<file path="src/rtl/muldiv_hilo_unit.sv">
// Iterative signed mult/div that owns HI/LO and serves mfhi/mflo/mthi/mtlo.
// 33 busy cycles per op (1 for div-by-zero); stall_req holds the front-end while busy.
module muldiv_hilo_unit #(
  parameter int WIDTH = 32,
  parameter int CNT_W = 5
) (
  input  logic             clk,
  input  logic             reset,
  input  logic             ex_valid,
  input  logic [3:0]       alusignal,
  input  logic [WIDTH-1:0] a,
  input  logic [WIDTH-1:0] b,
  input  logic             read_req,
  input  logic             mthi_we,
  input  logic             mtlo_we,
  input  logic [WIDTH-1:0] wdata,
  output logic [WIDTH-1:0] hi,
  output logic [WIDTH-1:0] lo,
  output logic             busy,
  output logic             done,
  output logic             stall_req
);

  typedef enum logic [1:0] {S_IDLE, S_RUN, S_FIX} state_t;

  localparam logic [3:0]       ALU_MULT = 4'b1001;
  localparam logic [3:0]       ALU_DIV  = 4'b1111;
  localparam logic [CNT_W-1:0] CNT_LAST = CNT_W'(WIDTH - 1);

  state_t               r_state, w_next;
  logic [CNT_W-1:0]     r_cnt;
  logic                 r_is_div, r_sign_a, r_sign_b;
  logic [WIDTH-1:0]     r_opnd;
  logic [2*WIDTH-1:0]   r_acc;
  logic [WIDTH-1:0]     r_hi, r_lo;
  logic                 r_done;

  logic                 w_start, w_start_div, w_div0;
  logic                 w_busy, w_fix, w_idle;
  logic [WIDTH-1:0]     w_abs_a, w_abs_b;
  logic [WIDTH:0]       w_madd;
  logic [2*WIDTH-1:0]   w_mul_nxt, w_div_nxt, w_prod;
  logic [WIDTH:0]       w_dup;
  logic                 w_dge;
  logic [WIDTH-1:0]     w_dsub, w_quot, w_rem;

  assign w_start     = ex_valid & ((alusignal == ALU_MULT) | (alusignal == ALU_DIV));
  assign w_start_div = (alusignal == ALU_DIV);
  assign w_div0      = w_start_div & (b == '0);
  assign w_abs_a     = a[WIDTH-1] ? ('0 - a) : a;
  assign w_abs_b     = b[WIDTH-1] ? ('0 - b) : b;

  always_ff @(posedge clk) begin
    if (reset) r_state <= S_IDLE;
    else       r_state <= w_next;
  end

  always_comb begin
    w_next = r_state;
    case (r_state)
      S_IDLE:  if (w_start) w_next = w_div0 ? S_FIX : S_RUN;
      S_RUN:   if (r_cnt == CNT_LAST) w_next = S_FIX;
      S_FIX:   w_next = S_IDLE;
      default: w_next = S_IDLE;
    endcase
  end

  always_comb begin
    w_busy = 1'b0;
    w_fix  = 1'b0;
    w_idle = 1'b0;
    case (r_state)
      S_IDLE:  w_idle = 1'b1;
      S_RUN:   w_busy = 1'b1;
      S_FIX:   begin w_busy = 1'b1; w_fix = 1'b1; end
      default: w_idle = 1'b1;
    endcase
  end

  // Mult: acc = {partial, multiplier}; add multiplicand on LSB then shift right.
  assign w_madd    = {1'b0, r_acc[2*WIDTH-1:WIDTH]} + (r_acc[0] ? {1'b0, r_opnd} : '0);
  assign w_mul_nxt = {w_madd, r_acc[WIDTH-1:1]};

  // Div: acc = {remainder, dividend}; shift left, subtract divisor when it fits.
  assign w_dup     = {r_acc[2*WIDTH-1:WIDTH], r_acc[WIDTH-1]};
  assign w_dge     = (w_dup >= {1'b0, r_opnd});
  assign w_dsub    = w_dup[WIDTH-1:0] - r_opnd;
  assign w_div_nxt = {(w_dge ? w_dsub : w_dup[WIDTH-1:0]), r_acc[WIDTH-2:0], w_dge};

  assign w_prod = (r_sign_a ^ r_sign_b) ? ('0 - r_acc) : r_acc;
  assign w_quot = (r_sign_a ^ r_sign_b) ? ('0 - r_acc[WIDTH-1:0]) : r_acc[WIDTH-1:0];
  assign w_rem  = r_sign_a ? ('0 - r_acc[2*WIDTH-1:WIDTH]) : r_acc[2*WIDTH-1:WIDTH];

  always_ff @(posedge clk) begin
    if (reset) begin
      r_cnt    <= '0;
      r_is_div <= 1'b0;
      r_sign_a <= 1'b0;
      r_sign_b <= 1'b0;
      r_opnd   <= '0;
      r_acc    <= '0;
      r_hi     <= '0;
      r_lo     <= '0;
      r_done   <= 1'b0;
    end else begin
      r_done <= w_fix;
      if (w_idle) begin
        if (w_start) begin
          r_is_div <= w_start_div;
          r_sign_a <= a[WIDTH-1];
          r_sign_b <= b[WIDTH-1];
          r_cnt    <= '0;
          if (w_start_div) begin
            r_opnd <= w_abs_b;
            r_acc  <= w_div0 ? '0 : {{WIDTH{1'b0}}, w_abs_a};
          end else begin
            r_opnd <= w_abs_a;
            r_acc  <= {{WIDTH{1'b0}}, w_abs_b};
          end
        end else begin
          if (mthi_we) r_hi <= wdata;
          if (mtlo_we) r_lo <= wdata;
        end
      end else if (w_fix) begin
        if (r_is_div) begin
          r_hi <= w_rem;
          r_lo <= w_quot;
        end else begin
          r_hi <= w_prod[2*WIDTH-1:WIDTH];
          r_lo <= w_prod[WIDTH-1:0];
        end
      end else begin
        r_cnt <= r_cnt + 1'b1;
        r_acc <= r_is_div ? w_div_nxt : w_mul_nxt;
      end
    end
  end

  assign hi        = r_hi;
  assign lo        = r_lo;
  assign busy      = w_busy;
  assign done      = r_done;
  assign stall_req = w_busy & (read_req | w_start | mthi_we | mtlo_we);

endmodule

</file>
<file path="config.mk">
export PLATFORM = sky130hd
export DESIGN_NAME = muldiv_hilo_unit
export DESIGN_NICKNAME = d
export VERILOG_FILES = /design/src/rtl/muldiv_hilo_unit.sv
export SDC_FILE = /design/constraint.sdc
export NUM_CORES = 1
export LEC_CHECK = 0
export BUFFER_PORTS_ARGS = -buffer_cell sky130_fd_sc_hd__clkbuf_2
export CELL_PAD_IN_SITES_DETAIL_PLACEMENT = 1
export CELL_PAD_IN_SITES_GLOBAL_PLACEMENT = 2
export CORE_ASPECT_RATIO = 1.4
export CORE_MARGIN = 4
export CORE_UTILIZATION = 25
export CTS_CLUSTER_SIZE = 8
export DETAILED_ROUTE_END_ITERATION = 16
export PLACE_DENSITY = 0.71
export SETUP_SLACK_MARGIN = 0.1
export SYNTH_ARGS = -nofsm -noshare
export SYNTH_HDL_FRONTEND = slang
export SYNTH_SLANG_ARGS = --single-unit
</file>
<file path="constraint.sdc">
create_clock -name clk -period 2.9 [get_ports clk]
set_clock_uncertainty 0.1 [all_clocks]
set_input_delay 0.29 -clock clk [delete_from_list [all_inputs] [get_ports clk]]
set_output_delay 0.29 -clock clk [all_outputs]
set_load 0.02 [all_outputs]
</file>
==> flow_metrics.tcl, run 1 <==
set metrics [dict create \
    synthCells 2045 \
    cp_max_fo 3 \
    core_area_um2 58900 \
    p_per_area_nw_per_um2 854 \
    hold_buffers 0 \
    hold_path.class "input pin to flip-flop" \
    timing.rr.end "r_acc[62]$_SDFFE_PP0P_" \
    port_buffers 172 \
    violations "setup timing" \
    yosysMostFrequentCell "nor2_1" \
    ys_seq_area_share_pct 22.9 \
    synthDistinctLibCells 81 \
    synth_top_area_share_pct 22.9 \
    drv_slew 0 \
    antenna_found_initial 0 \
    startpoint_type "flip-flop" \
    min_period_ps 3040 \
    dp.cells 3305 \
    die_h_um 297 \
    worst_path_most_repeated_cell "inv_2" \
    final_antenna_net_count 0 \
    vias 18797 \
    clock_latency_ps 480 \
    grt_pass1_wl_um 126000 \
    avgSynthCellArea_um2 7.30 \
    synth_nets 2226 \
    crit_chain "inv_2 > ha_4 > inv_2 > fa_2 > a211oi_4 > o211ai_1 > a211oi_2 > buf_4 > o41ai_4 > a31oi_2 > xor2_1 > nand3_1 > a32o_1" \
    crit_arrival_ps 3310 \
    drt-total-wl_um 85900 \
    cts_made_buffers 17 \
    antenna_cells 0 \
    grt-ovfl-total 0 \
    areaGrowthSynthToFinish_pct 62.2 \
    cp_slowest_cell "fa_2" \
    chipWidth_um 215 \
    synth_edf_count 0 \
    ys_warn_count 0 \
    ys.flop_type "dfxtp_1" \
    grt_max_degree 74 \
    die_area_um2 63700 \
    hold_depth 3 \
    hold_viol 0 \
    cts_tree "done" \
    layout_setup_ws_ps -139 \
    vdd_drop_max_v 0.000743 \
    r2r-start "r_acc[31]$_SDFFE_PP0P_" \
    rows 105 \
    ys_top_cells_by_count "248 x nor2_1, 200 x nand2_1, 178 x a21oi_1" \
    synth_seq_cells 171 \
    synth.area.top_cells "dfxtp_1 23%, nor2_1 6.2%, ha_1 6.1%, a21oi_1 6.0%, xor2_1 5.3%" \
    fin_cells 3434 \
    synth_area_um2 14900 \
    wire_per_inst_um 25.0 \
    setup_viol 8 \
    min_to "hi[26]$_SDFFE_PP0P_" \
    finalSetupTns_ps -531 \
    grtUsageTotal_pct 25.6 \
    num_io_pins 173 \
    critPathCaptureType "flip-flop" \
    drt_drc_violations_left 0 \
    async_flop_share_pct 0 \
    start_util_pct 25.4 \
    clk_pin_slew_worst_paths_ps 80 \
    rsz0062_at_grt "true" \
    worst_slew_pin_slew_ps 1090 \
    timing.final.crit_share_pct 105 \
    drv_cap 0 \
    place_congestion 0.977 \
    nNetsFinal 2853 \
    crit_path_max_incr_delay_ps 400 \
    drt_iter0_drc 941 \
    cts.sinks 171 \
    worstHoldStart "wdata[26]" \
    cts.path.max_buffers 2 \
    leakagePower_nw 10.2 \
    timing.reg2reg.setup_slack_ps -140 \
    first_pass_iters 5 \
    crit_type "flip-flop to flip-flop" \
    r2r_cells 13 \
    crit_required_ps 3170 \
    place_hpwl_um 67200 \
    grt_pass1_vias 19925 \
    layout-drive-gt1-share_pct 44.1 \
    max_freq_ghz 0.329 \
    outcome "complete, but fails checks" \
    cts_root_buffer "clkbuf_16" \
    slew_headroom_pct 27.1 \
    viasPerCell 5.47 \
    yosys.area.top_type "dfxtp_1" \
    ctsHtreeMaxLevel 4 \
]
-- per-layer routing --
layer	wire length, um	vias to the layer above	global-route usage (%)
met5	0	-	0
met4	6300	0	15.9
met3	2300	214	2.09
met2	45400	458	48.3
met1	31900	9404	27.3
li1	-	8721	-
-- worst max-delay path, delay by kind of cell (launching register included) --
| kind | cells | cell delay [ps] |
|---|---|---|
| buf+inv | 3 | 270 |
| flops | 1 | 330 |
| fa+ha+maj | 2 | 540 |
| compound gates | 6 | 1420 |
| xor+xnor | 1 | 180 |
| simple gates | 1 | 90 |
-- final cells by class --
cell class	count	area, um^2
clock buffers	20	457
clock inverters	12	130
fillers	6933	34600
inverters	72	295
multi-input cells	1659	13200
flip-flops and latches	171	3480
well taps	749	937
repair buffers	751	5680
-- state kept, by name, summed over array words and instances (netlist names) --
signal    flops
done          1
hi           32
lo           32
r_acc        64
r_cnt         5
r_is_div      1
r_opnd       32
r_sign_a      1
r_sign_b      1
r_state       2
-- logic make-up after synthesis --
kind of cell	count (synthesis)	share of synthesized area (%)
AOI/OAI and AO/OA	650	28.8
xor gates and xnor gates	170	9.98
adders and majority gates	75	6.39
buffers and inverters	215	5.73
DFF	171	22.9
muxes	63	4.24
and+or+nand+nor	701	21.9
-- placed cells by master (no fill, tap or decap), types with 18 or more instances in the layout --
cell        n
xor2_1     78
a21oi_2    22
a221oi_1   18
dfxtp_1   142
inv_1      49
xnor2_1    61
inv_2      20
mux2i_1    58
nand2_1   190
ha_1       34
buf_4     499
buf_6      60
o211ai_1   27
clkbuf_2  170
a21oi_1   145
nor2_1    212
a31oi_1    18
nor3_1     20
dfxtp_2    20
o21ai_0    75
o22ai_1    18
ha_4       38
nand3_1    53
o21ai_1    19
a211oi_1   41
a22oi_1    18
a21o_1     36
nor2_2     18
nor2_4     18
-- metrics by stage --
step | power [mW] | hold slack [ps] | setup slack, ps | cell area [um^2] | utilization (%)
after floorplan | 9.67 | 332 | 60.4 | 15000 | -
after CTS | 19.2 | 30.4 | -148 | 22900 | 38.8
final | 20.7 | 60.4 | -139 | 24200 | 41.1
after detailed placement | 15.3 | 344 | -770 | 20000 | 34.0
after global routing | 21.7 | 55.5 | -252 | 24200 | 41.1
after global placement | 15.1 | 340 | -760 | 20000 | 34.0
-- power breakdown --
part / internal, mW / total (mW) / switching, mW
registers: 2.92 / 3.34 / 0.418
logic: 6.25 / 14.9 / 8.67
clock network: 1.26 / 2.42 / 1.16
total: 10.4 / 20.7 / 10.3
-- worst max path at each step --
stage	cells after the start	from	slack (ps)	end
6_report	13	r_acc[31]$_SDFFE_PP0P_	-140	r_acc[62]$_SDFFE_PP0P_
5_1_grt	13	r_acc[0]$_SDFFE_PP0P_	-250	r_acc[60]$_SDFFE_PP0P_
4_1_cts	13	r_acc[31]$_SDFFE_PP0P_	-150	r_acc[60]$_SDFFE_PP0P_
3_5_place_dp	11	a[1]	-770	r_acc[24]$_SDFFE_PP0P_
3_3_place_gp	14	r_acc[31]$_SDFFE_PP0P_	-760	r_acc[60]$_SDFFE_PP0P_
2_1_floorplan	12	r_acc[0]$_SDFFE_PP0P_	60	r_acc[53]$_SDFFE_PP0P_
-- timing repair --
| action | 4_1_cts | 5_1_grt |
|---|---|---|
| setup endpoints to repair | 67 | 81 |
| pin swaps | 157 | 155 |
| gates cloned | 1 | 0 |
| resized for setup | 386 | 218 |
| buffers inserted | 70 | 33 |
(Power assumes the default switching activity.)
==> inputs of run 2 (changes only) <==
--- a/config.mk
+++ b/config.mk
@@ -5,6 +5,7 @@
 export SDC_FILE = /design/constraint.sdc
 export NUM_CORES = 1
 export LEC_CHECK = 0
+export ABC_AREA = 1
 export BUFFER_PORTS_ARGS = -buffer_cell sky130_fd_sc_hd__clkbuf_2
 export CELL_PAD_IN_SITES_DETAIL_PLACEMENT = 1
 export CELL_PAD_IN_SITES_GLOBAL_PLACEMENT = 2
@@ -13,7 +14,7 @@
 export CORE_UTILIZATION = 25
 export CTS_CLUSTER_SIZE = 8
 export DETAILED_ROUTE_END_ITERATION = 16
-export PLACE_DENSITY = 0.71
+export PLACE_DENSITY = 0.76
 export SETUP_SLACK_MARGIN = 0.1
 export SYNTH_ARGS = -nofsm -noshare
 export SYNTH_HDL_FRONTEND = slang
==> run 2 against run 1 <==
Effect of this change: the run now ends clean; setup slack better by 250 ps; clock-buffer cell count fell by 3; via count increased by 20%; register-to-register slack improved by 250 ps; utilization is 10 points lower; critical path depth up 3; largest cell class unchanged; largest power group unchanged.
==> flow_metrics.tcl, run 2 <==
set metrics [dict create \
    ys_seq_area_share_pct 19.1 \
    hold_path.class "input pin to flip-flop" \
    layout.cells.most_common "nand2_1" \
    synth_xor_xnor_area_share_pct 3.33 \
    mostFrequentLayoutCells "929 x nand2_1, 415 x inv_1, 348 x nor2_1, 273 x nand3_1, 243 x a21oi_1" \
    startpoint_type "flip-flop" \
    cts.sinks 171 \
    yosys.area.top_type "nand2_1" \
    grt_pass1_vias 22495 \
    leakagePower_nw 11.0 \
    slew_headroom_pct 21.9 \
    critPathCaptureType "flip-flop" \
    worstHoldStart "b[0]" \
    synth_nets 3413 \
    crit_type "flip-flop to flip-flop" \
    synth_mux_area_share_pct 0 \
    viasPerCell 5.06 \
    drv_slew 0 \
    synth_top_family_by_area "simple AND/OR/NAND/NOR gates" \
    antenna_found_initial 1 \
    vias 22481 \
    areaGrowthSynthToFinish_pct 22.4 \
    avgSynthCellArea_um2 5.54 \
    cts_tree "done" \
    synthAdderAreaFrac_pct 5.33 \
    final_core_util_pct 31.0 \
    ys_warn_count 0 \
    num_io_pins 173 \
    first_pass_iters 5 \
    regMostFlops "r_acc" \
    yosysMostFrequentCell "nand2_1" \
    min_period_ps 2790 \
    synth.area.top_cells "nand2_1 20%, dfxtp_1 19%, inv_1 8.8%, nand3_1 7.8%, nor2_1 7.6%" \
    place_area_um2 20800 \
    hold_viol 0 \
    outcome "completed" \
    vdd_drop_max_v 0.000407 \
    fin_total_pwr_mw 14.1 \
    crit_path_max_incr_delay_ps 420 \
    cp_slowest_cell "dfxtp_1" \
    drt-total-wl_um 95000 \
    ys_top_cells_by_count "939 x nand2_1, 419 x inv_1, 362 x nor2_1" \
    worst_slew_pin_slew_ps 1170 \
    grt-ovfl-total 0 \
    cp_max_fo 20 \
    synthCells 3232 \
    cts.path.max_buffers 2 \
    drt_iter0_drc 1380 \
    holdWs_ps 23.8 \
    synthDistinctLibCells 56 \
    fillers 9512 \
    hold_buffers 0 \
    synth_seq_cells 171 \
    p_per_area_nw_per_um2 646 \
    die_h_um 325 \
    synth_simple_gate_area_share_pct 41.2 \
    max_freq_ghz 0.359 \
    cts_root_buffer "clkbuf_16" \
    rsz0062_at_grt "true" \
    largest_register_ffs 64 \
    clock_latency_ps 480 \
    design_area_um2 21900 \
    synth_compound_area_share_pct 18.5 \
    crit_family "simple AND/OR/NAND/NOR gates" \
    start_util_pct 25.3 \
    core_area_um2 70600 \
    die_area_um2 76000 \
    ys.flop_type "dfxtp_1" \
    synth_top_area_share_pct 19.7 \
    crit_required_ps 3180 \
    grt_max_degree 94 \
    wire_per_inst_um 21.4 \
    drt_drc_violations_left 0 \
    crit_start "r_opnd[10]$_SDFFE_PP0P_" \
    ctsHtreeMaxLevel 4 \
    path_buf_inv 4 \
    port_buffers 172 \
    rows 115 \
    place_congestion 0.972 \
    final_antenna_net_count 0 \
    grtUsageTotal_pct 23.8 \
    timing.final.crit_share_pct 96.1 \
    nNetsFinal 3678 \
    crit_chain "inv_1 > ha_1 > nand2_1 > nand2_1 > nand2_1 > nand2_1 > nand2_1 > nand3_1 > inv_2 > nand2_2 > nand2_4 > nand2_4 > buf_12 > o21ai_0 > a21oi_1 > buf_4" \
    async_flop_share_pct 0 \
    chipWidth_um 234 \
    drv_cap 0 \
    synth_area_um2 17900 \
    setup_viol 0 \
    layout-drive-gt1-share_pct 16.0 \
    worst_path_most_repeated_cell "nand2_1" \
    clk_pin_slew_worst_paths_ps 80 \
    crit_arrival_ps 3060 \
    r2r-start "r_opnd[10]$_SDFFE_PP0P_" \
    grt_pass1_wl_um 138000 \
    cts_made_buffers 17 \
    place_hpwl_um 78800 \
    synth_edf_count 0 \
]
-- run 2: cell types whose count changed in the layout (fill, tap and decap cells not counted), sizes merged, moves of 33 or more --
cell / previous run / this run
nand2: 201 / 956
nand3: 57 / 287
xnor2: 79 / 16
buf: 580 / 191
o21ai: 119 / 240
nand4: 17 / 50
nor2: 248 / 379
xor2: 91 / 52
a21oi: 179 / 261
mux2i: 61 / 0
a211oi: 54 / 0
inv: 78 / 445
-- run 2: cell type report --
type / instances / area, um^2 / share of cell area [%]
clock inverter: 15 / 191 / 0.874
multi-input combinational: 2498 / 12600 / 57.3
timing repair inverter: 1 / 7.51 / 0.0343
antenna: 1 / 2.50 / 0.0114
timing repair buffer: 365 / 2440 / 11.1
clock buffer: 17 / 425 / 1.94
tap: 936 / 1170 / 5.35
inverter: 443 / 1670 / 7.64
sequential: 171 / 3440 / 15.7
-- run 2: cell families (layout without fill, tap and decap cells) --
| logic type | after synthesis | in the layout |
|---|---|---|
| AOI/OAI and AO/OA | 610 | 610 |
| xor gates and xnor gates | 68 | 68 |
| adders and majority gates | 75 | 75 |
| buffers and inverters | 563 | 841 |
| DFF | 171 | 171 |
| other | 0 | 1 |
| and+or+nand+nor | 1745 | 1745 |
-- run 2: power breakdown --
| part | total (mW) | leakage [nW] | internal [mW] | switching, mW |
|---|---|---|---|---|
| Combinational | 8.31 | 9.32 | 2.41 | 5.90 |
| Sequential | 3.33 | 1.40 | 2.91 | 0.417 |
| Clock | 2.51 | 0.303 | 1.25 | 1.25 |
| Total | 14.1 | 11.0 | 6.58 | 7.57 |
-- run 2: worst paths after layout --
check / cells after the start / slack, ps / to
max reg2reg: 16 / 110 / r_acc[0]$_SDFFE_PP0P_
max: 16 / 110 / r_acc[0]$_SDFFE_PP0P_
min reg2reg: 2 / 390 / lo[1]$_SDFFE_PP0P_
min: 3 / 20 / r_opnd[0]$_SDFFE_PP0P_
-- run 2: routing by layer --
metal	wire length (um)	up-vias	global-route usage, %
li1	-	10995	-
met4	5420	0	11.3
met5	0	-	0
met3	3410	182	2.38
met1	38800	10786	28.3
met2	47400	518	42.5
-- run 2: stage by stage --
| step | TNS [ps] | instances | setup slack (ps) |
|---|---|---|---|
| 6_report | 0 | 4447 | 114 |
| 5_1_grt | 0 | 4446 | 23.4 |
| 4_1_cts | 0 | 4436 | 70.1 |
| 3_5_place_dp | -151 | 4403 | -67.9 |
| 3_3_place_gp | -87.0 | 4403 | -47.6 |
| 2_1_floorplan | 0 | 3232 | 212 |
-- run 2: worst min-delay path, stage by stage --
cell,delay [ps]
clkbuf_2,90
nand2_1,90
a31oi_1,80
-- run 2: timing repair --
| action | CTS | global route |
|---|---|---|
| endpoints found under the setup margin | 16 | 47 |
| pin swaps | 1 | 7 |
| resized for setup | 11 | 85 |
| setup buffers | 1 | 7 |
| hold endpoints to repair | 0 | 0 |
| cloned | 0 | 3 |
